--- src/rtl/updown_pkg.sv ---
// Shared encodings for the up/down counter family: direction polarity,
// step classes and decoder FSM states.
package updown_pkg;

  // Matches the counter's m input: 0 counts up, 1 counts down.
  localparam logic DIR_UP   = 1'b0;
  localparam logic DIR_DOWN = 1'b1;

  typedef enum logic [1:0] {
    STEP_HOLD = 2'd0,
    STEP_UP   = 2'd1,
    STEP_DOWN = 2'd2,
    STEP_JUMP = 2'd3
  } step_e;

  typedef enum logic [1:0] {
    S_IDLE   = 2'd0,
    S_ACQ    = 2'd1,
    S_LOCKED = 2'd2
  } state_e;

  function automatic logic step_dir(input step_e s);
    return (s == STEP_DOWN) ? DIR_DOWN : DIR_UP;
  endfunction

endpackage

--- src/rtl/updown_dir_decoder_if.sv ---
// Observation bus between a sample source and the direction decoder.
interface updown_dir_decoder_if #(
  parameter int WIDTH = 2,
  parameter int ERR_W = 8
) ();
  // valid_in qualifies q_in for one cycle; there is no ready, the decoder
  // accepts every valid sample on the edge it is presented.
  logic             valid_in;
  logic [WIDTH-1:0] q_in;
  logic             err_clr;
  logic             m_out;
  logic             dir_valid;
  logic             hold_out;
  logic             err_pulse;
  logic [ERR_W-1:0] err_cnt;

  modport master (
    output valid_in, q_in, err_clr,
    input  m_out, dir_valid, hold_out, err_pulse, err_cnt
  );

  modport slave (
    input  valid_in, q_in, err_clr,
    output m_out, dir_valid, hold_out, err_pulse, err_cnt
  );
endinterface

--- src/rtl/updown_step_classify.sv ---
// Classifies one counter step from the modular difference of two samples.
module updown_step_classify
  import updown_pkg::*;
#(
  parameter int WIDTH = 2
) (
  input  logic [WIDTH-1:0] prev_q,
  input  logic [WIDTH-1:0] q_in,
  output step_e            step
);

  logic [WIDTH-1:0] delta;

  // Truncation to WIDTH bits makes max->0 an UP step and 0->max a DOWN step.
  assign delta = q_in - prev_q;

  always_comb begin
    step = STEP_JUMP;
    if (delta == '0)
      step = STEP_HOLD;
    else if (delta == WIDTH'(1))
      step = STEP_UP;
    else if (delta == '1)
      step = STEP_DOWN;
  end

endmodule

--- src/rtl/updown_dir_decoder.sv ---
// Recovers the mode bit of an observed up/down counter and counts illegal
// jumps in its output stream.
module updown_dir_decoder
  import updown_pkg::*;
#(
  parameter int WIDTH    = 2,
  parameter int LOCK_CNT = 3,
  parameter int ERR_W    = 8
) (
  input  logic                 clk,
  input  logic                 reset,
  updown_dir_decoder_if.slave  bus,
  output state_e               state_dbg,
  output logic [3:0]           run_dbg
);

  localparam logic [3:0] LOCK_V = 4'(LOCK_CNT);

  state_e           state_q, state_d;
  logic [WIDTH-1:0] prev_q, prev_d;
  logic [3:0]       run_q, run_d;
  logic             cand_q, cand_d;
  logic             m_q, m_d;
  logic             dv_q, dv_d;
  logic             hold_q, hold_d;
  logic             errp_q, errp_d;
  logic [ERR_W-1:0] cnt_q, cnt_d;

  step_e step;
  logic  dir;
  logic  jump;

  updown_step_classify #(.WIDTH(WIDTH)) u_classify (
    .prev_q (prev_q),
    .q_in   (bus.q_in),
    .step   (step)
  );

  assign dir  = step_dir(step);
  assign jump = bus.valid_in && (state_q != S_IDLE) && (step == STEP_JUMP);

  always_comb begin
    state_d = state_q;
    prev_d  = prev_q;
    run_d   = run_q;
    cand_d  = cand_q;
    m_d     = m_q;
    dv_d    = dv_q;
    hold_d  = 1'b0;
    errp_d  = 1'b0;
    if (bus.valid_in) begin
      prev_d = bus.q_in;
      case (state_q)
        S_IDLE: begin
          state_d = S_ACQ;
          run_d   = '0;
        end
        S_ACQ: begin
          case (step)
            STEP_UP, STEP_DOWN: begin
              if (run_q == '0 || dir != cand_q) begin
                cand_d = dir;
                run_d  = 4'd1;
              end else begin
                run_d  = run_q + 4'd1;
              end
              if (run_d >= LOCK_V) begin
                state_d = S_LOCKED;
                dv_d    = 1'b1;
                m_d     = cand_d;
              end
            end
            STEP_HOLD: hold_d = 1'b1;
            default: begin
              errp_d = 1'b1;
              run_d  = '0;
            end
          endcase
        end
        S_LOCKED: begin
          case (step)
            STEP_UP, STEP_DOWN: begin
              if (dir != cand_q) begin
                cand_d = dir;
                run_d  = 4'd1;
                // A single-step lock threshold relocks on the reversal itself.
                if (LOCK_V == 4'd1) begin
                  m_d = dir;
                end else begin
                  state_d = S_ACQ;
                  dv_d    = 1'b0;
                end
              end
            end
            STEP_HOLD: hold_d = 1'b1;
            default: begin
              errp_d  = 1'b1;
              run_d   = '0;
              state_d = S_ACQ;
              dv_d    = 1'b0;
            end
          endcase
        end
        default: state_d = S_IDLE;
      endcase
    end
  end

  // A clear that coincides with a jump still records that jump.
  always_comb begin
    cnt_d = cnt_q;
    if (bus.err_clr)
      cnt_d = jump ? ERR_W'(1) : '0;
    else if (jump && cnt_q != '1)
      cnt_d = cnt_q + ERR_W'(1);
  end

  always_ff @(posedge clk) begin
    if (reset) begin
      state_q <= S_IDLE;
      prev_q  <= '0;
      run_q   <= '0;
      cand_q  <= 1'b0;
      m_q     <= 1'b0;
      dv_q    <= 1'b0;
      hold_q  <= 1'b0;
      errp_q  <= 1'b0;
      cnt_q   <= '0;
    end else begin
      state_q <= state_d;
      prev_q  <= prev_d;
      run_q   <= run_d;
      cand_q  <= cand_d;
      m_q     <= m_d;
      dv_q    <= dv_d;
      hold_q  <= hold_d;
      errp_q  <= errp_d;
      cnt_q   <= cnt_d;
    end
  end

  assign bus.m_out     = m_q;
  assign bus.dir_valid = dv_q;
  assign bus.hold_out  = hold_q;
  assign bus.err_pulse = errp_q;
  assign bus.err_cnt   = cnt_q;
  assign state_dbg     = state_q;
  assign run_dbg       = run_q;

endmodule
--- src/flat_wrapper.sv ---
// flat-port wrapper written by rule: the top's interface ports become plain ports
module updown_dir_decoder_flat import updown_pkg::*;
#(
  parameter int WIDTH    = 2,
  parameter int LOCK_CNT = 3,
  parameter int ERR_W    = 8
)
  (clk, reset, state_dbg, run_dbg, bus_valid_in, bus_q_in, bus_err_clr, bus_m_out, bus_dir_valid, bus_hold_out, bus_err_pulse, bus_err_cnt);
  updown_dir_decoder_if #(.WIDTH(WIDTH), .ERR_W(ERR_W)) bus_i ();
  input  logic clk;
  input  logic reset;
  output state_e state_dbg;
  output logic [3:0] run_dbg;
  input wire logic [$bits(bus_i.valid_in)-1:0] bus_valid_in;
  input wire logic [$bits(bus_i.q_in)-1:0] bus_q_in;
  input wire logic [$bits(bus_i.err_clr)-1:0] bus_err_clr;
  output wire logic [$bits(bus_i.m_out)-1:0] bus_m_out;
  output wire logic [$bits(bus_i.dir_valid)-1:0] bus_dir_valid;
  output wire logic [$bits(bus_i.hold_out)-1:0] bus_hold_out;
  output wire logic [$bits(bus_i.err_pulse)-1:0] bus_err_pulse;
  output wire logic [$bits(bus_i.err_cnt)-1:0] bus_err_cnt;
  assign bus_i.valid_in = bus_valid_in;
  assign bus_i.q_in = bus_q_in;
  assign bus_i.err_clr = bus_err_clr;
  assign bus_m_out = bus_i.m_out;
  assign bus_dir_valid = bus_i.dir_valid;
  assign bus_hold_out = bus_i.hold_out;
  assign bus_err_pulse = bus_i.err_pulse;
  assign bus_err_cnt = bus_i.err_cnt;
  updown_dir_decoder #(.WIDTH(WIDTH), .LOCK_CNT(LOCK_CNT), .ERR_W(ERR_W)) u_core (.clk(clk), .reset(reset), .bus(bus_i), .state_dbg(state_dbg), .run_dbg(run_dbg));
endmodule
--- config.mk ---
export PLATFORM = sky130hd
export DESIGN_NAME = updown_dir_decoder_flat
export DESIGN_NICKNAME = d
export VERILOG_FILES = /design/src/rtl/updown_pkg.sv /design/src/rtl/updown_dir_decoder_if.sv /design/src/rtl/updown_step_classify.sv /design/src/rtl/updown_dir_decoder.sv /design/src/flat_wrapper.sv
export SDC_FILE = /design/constraint.sdc
export NUM_CORES = 1
export LEC_CHECK = 0
export CAP_MARGIN = 0
export CORE_ASPECT_RATIO = 2
export CORE_MARGIN = 1
export CORE_UTILIZATION = 40
export DETAILED_ROUTE_END_ITERATION = 6
export GPL_TIMING_DRIVEN = 0
export PLACE_DENSITY = 0.62
export SLEW_MARGIN = 40
export SYNTH_ARGS = -nofsm -noshare
export SYNTH_HDL_FRONTEND = slang
export SYNTH_SLANG_ARGS = --single-unit
--- constraint.sdc ---
create_clock -name clk -period 3.4 [get_ports clk]
set_clock_uncertainty 0.1 [all_clocks]
set_input_delay 0.34 -clock clk [delete_from_list [all_inputs] [get_ports clk]]
set_output_delay 0.34 -clock clk [all_outputs]
set_load 0.005 [all_outputs]
==> run summary <==
The area growth from synthesis to layout is 23.1%. The floorplan row count is 29. In this run the power density over the cells is around 330 nW/um2. The number of design-rule violations left by the first detailed-router iteration is 48. The post-CTS setup buffer count is 0. For this run, asynchronously set or reset flops after synthesis account for 0%. The detailed-routed wire length on met3 came out at around 97 um. The total overflow left after global routing is 0.

The total number of H-tree levels is 1. The most frequent standard cell in the layout excluding fill and tap cells is clkdlybuf4s50_1. The total leakage power came out at 0.000627 uW.

The aggregate negative setup slack came out at 0 ns. The antenna diode count came out at 0. The worst setup path is launched from a primary input. The die area is approximately 3700 um2.

Across the whole layout, storage elements account for around 420 um2. The area of all placed cells without fillers is ~1700 um2. In the routed layout, each cell is associated on average with a via count of ~6.0. The top-level port count came out at 24.

The power share of the combinational group came out at between 20% and 30%. The highest clock frequency the design can meet is around 0.38 GHz. The number of nets at the end of the flow is between 150 and 200. The area of the multi-input gates is roughly 860 um2. The count of pins over their slew limit came out at 0.

Averaged over all synthesized cells, the footprint is 8.66 um2. At the pin with the least slew margin, the transition time is 0.639 ns. The vertical extent of the die came out at 84.5 um. Setup repair after global routing left no endpoint under its margin.

The number of search-and-repair iterations in the first detailed-routing pass is 4. The final total power is about 560 uW. Of the total power, the share spent switching nets is approximately 29%. The flow ran to the end, and the final reports show no timing, DRC or antenna violations. The count of endpoints failing hold in the final timing report is 0. The cell area that synthesis handed to floorplanning was 1360 um2. The number of buffers created by CTS is 3.

The data arrival time of the critical path came out at between 2 and 3 ns. STA classifies the critical path endpoint as a flip-flop. The post-route DRC violation count is 0. The clock transition time at the flip-flop clock pins of the worst setup and hold paths came out at about 0.070 ns. The total of max-cap violations came out at 0. The number of buffers between clock root and the deepest sink came out at 2.

Internal power comes to about 400 uW. The number of instances in the synthesized netlist is about 160. In the final routed layout, each cell accounts on average for around 15 um.

The highest metal layer carrying signal wires in the routed design is met4. After synthesis, flip-flops and latches occupy between 30% and 40% of the total area. The final wirelength came out at roughly 3300 um. The path class of the tightest hold or removal check is flip-flop to flip-flop.

The insertion delay of the later-clocked pin in the worst-skew pair came out at 0.26 ns. The slack of the worst reg-to-reg path came out at 0.90 ns. The met1 wire length is approximately 1200 um. The minimum clock period after layout is approximately 2.6 ns. The final hold slack came out at a little over 0.4 ns. The worst supply voltage drop on vdd is 0.000201 V. The initial core utilization came out at a little over two fifths. The number of vias in the routed layout came out at 1,300. The post-cts resize count is 0. The register bit total from synthesis is 21.

Across every metal layer, demand over resource in global routing totals about a fifth. Of all nets on the critical path, the largest fanout is 6. Headroom to the max-slew limit came out at around 57%. The number of antenna violations at the first check in global routing came out at 0. The placed instances occupy a cell area of about 1600 um2. The clock share of power is between 20% and 30%. In the layout the commonest cells are clkdlybuf4s50_1 (23), dfxtp_1 (21), nor2_1 (20). The cts-stage hold buffer count is 0. The clock sink total is 21. At the end of routability-driven placement, the weighted congestion stood at 0.878.

TritonCTS built the clock tree. The number of unique standard cell types used by synthesis came out at 47. Entering global routing, the biggest net connects 12 pins. Wire segments on met2 add up to between 1500 and 2000 um in the final route. The worst setup path is of the primary input to flip-flop kind. The global-route wire length before repair is 5830 um. Port buffering added 23 buffers. The net count of the mapped netlist came out at between 150 and 200. In this run the power spent charging and discharging nets is 164 uW.

Once detail routing completed, the nets flagged for antenna violations numbered 0. The portion of total power attributed to sequential cells came out at a little under half. The via count of the first global-routing pass is 1,271.

The wire-length estimate of the detail-placed layout is around 2500 um. The filler cell count is between 300 and 400. Of the cells placed in the final design, the portion with a size suffix greater than 1 is under 10%.

The number of synthesis warnings came out at 0. The most used flip-flop cell after synthesis is dfxtp_1. The x dimension of the die came out at about 43 um. Dividing the final minimum period by the clock period gives a little under 80%.

After floorplanning, the core was sized to cover 3190 um2. Clock tree synthesis selected as its root buffer the cell clkbuf_8. The required time of the critical path is about 3.5 ns. The number of enable flip-flop cells after synthesis is 0. Setup violations remaining at the end of the flow were counted as 0.
==> cells in the mapped netlist, types with 2 or more instances <==
cell	count	area (um2)
dfxtp_1	21	420
nor2_1	20	75.1
inv_1	10	37.5
nand2_1	10	37.5
ha_1	8	100
a21oi_1	7	35.0
nand3_1	7	35.0
xnor2_1	7	61.3
nand4_1	6	37.5
clkbuf_1	5	18.8
nor2b_1	4	25.0
o21ai_0	4	20.0
a211oi_1	3	22.5
nor3_1	3	15.0
nor4_2	3	37.5
a211o_1	2	17.5
a32oi_1	2	17.5
mux2i_1	2	20.0
o211a_1	2	20.0
o211ai_1	2	15.0
o21bai_1	2	15.0
xor2_1	2	17.5
==> power by group through the flow <==
stage | clock, uW | sequential (uW) | combinational, uW
floorplan | 0 | 266 | 86.0
global route | 186 | 262 | 144
finish | 165 | 261 | 131
CTS | 170 | 261 | 129
global placement | 0 | 266 | 125
detailed placement | 0 | 267 | 128
==> stage by stage <==
step	cells	util, %	setup WS (ns)
after floorplan	157	-	1.26
after global placement	211	51.0	0.550
after detailed placement	211	51.0	0.508
after CTS	215	52.4	0.786
after global routing	215	52.4	0.640
final	215	52.4	0.770
==> routing by layer <==
layer / vias up / GRT usage, %
li1: 624 / -
met1: 622 / 20.1
met2: 45 / 38.4
met3: 9 / 3.23
met4: 0 / 10.5
met5: - / 0
==> worst max-delay path, cell delays in order <==
cell	delay, ns
clkdlybuf4s50_1	0.48
inv_1	0.05
ha_1	0.30
nor2b_1	0.39
nand2b_4	0.10
a22oi_1	0.54
nand4_1	0.18
mux2_2	0.30
==> logic make-up (layout without fill, tap and decap cells) <==
logic type,Yosys count,count (layout),share of synthesized area [%]
AND/OR/NAND/NOR,63,63,26.6
AO/OA/AOI/OAI,35,35,19.3
buffers and inverters,17,44,5.98
multiplexers,3,3,2.30
adder cells (fa/ha/maj),8,8,7.36
flip-flops,21,21,30.9
XOR/XNOR,10,10,7.54
==> path summary, 6_finish.rpt <==
kind / from / endpoint / depth (start not counted)
worst max-delay path: bus_q_in[0] / u_core.bus.m_out / 8
worst min-delay path: u_core.prev_q[0] / u_core.prev_q[0] / 2
worst max register to register: u_core.run_dbg[0] / u_core.bus.m_out / 6
worst min register to register: u_core.prev_q[0] / u_core.prev_q[0] / 2
==> flip-flops by register name (all words and copies together), names as in the netlist <==
name and flops:
u_core.run_dbg 4, u_core.bus.err_pulse 1, u_core.bus.err_cnt 8, u_core.cand_q 1, u_core.state_dbg 2, u_core.bus.hold_out 1, u_core.bus.dir_valid 1, u_core.bus.m_out 1
u_core.prev_q 2
==> layout make-up <==
class                   instances  area share [%]
plain buffers                   7            2.62
well taps                      31            2.32
inverters                      10            2.24
flip-flops and latches         21            25.1
clock buffers                   4            2.69
multi-input cells             119            51.3
repair buffers                 23            13.8
(Power assumes the default switching activity.)
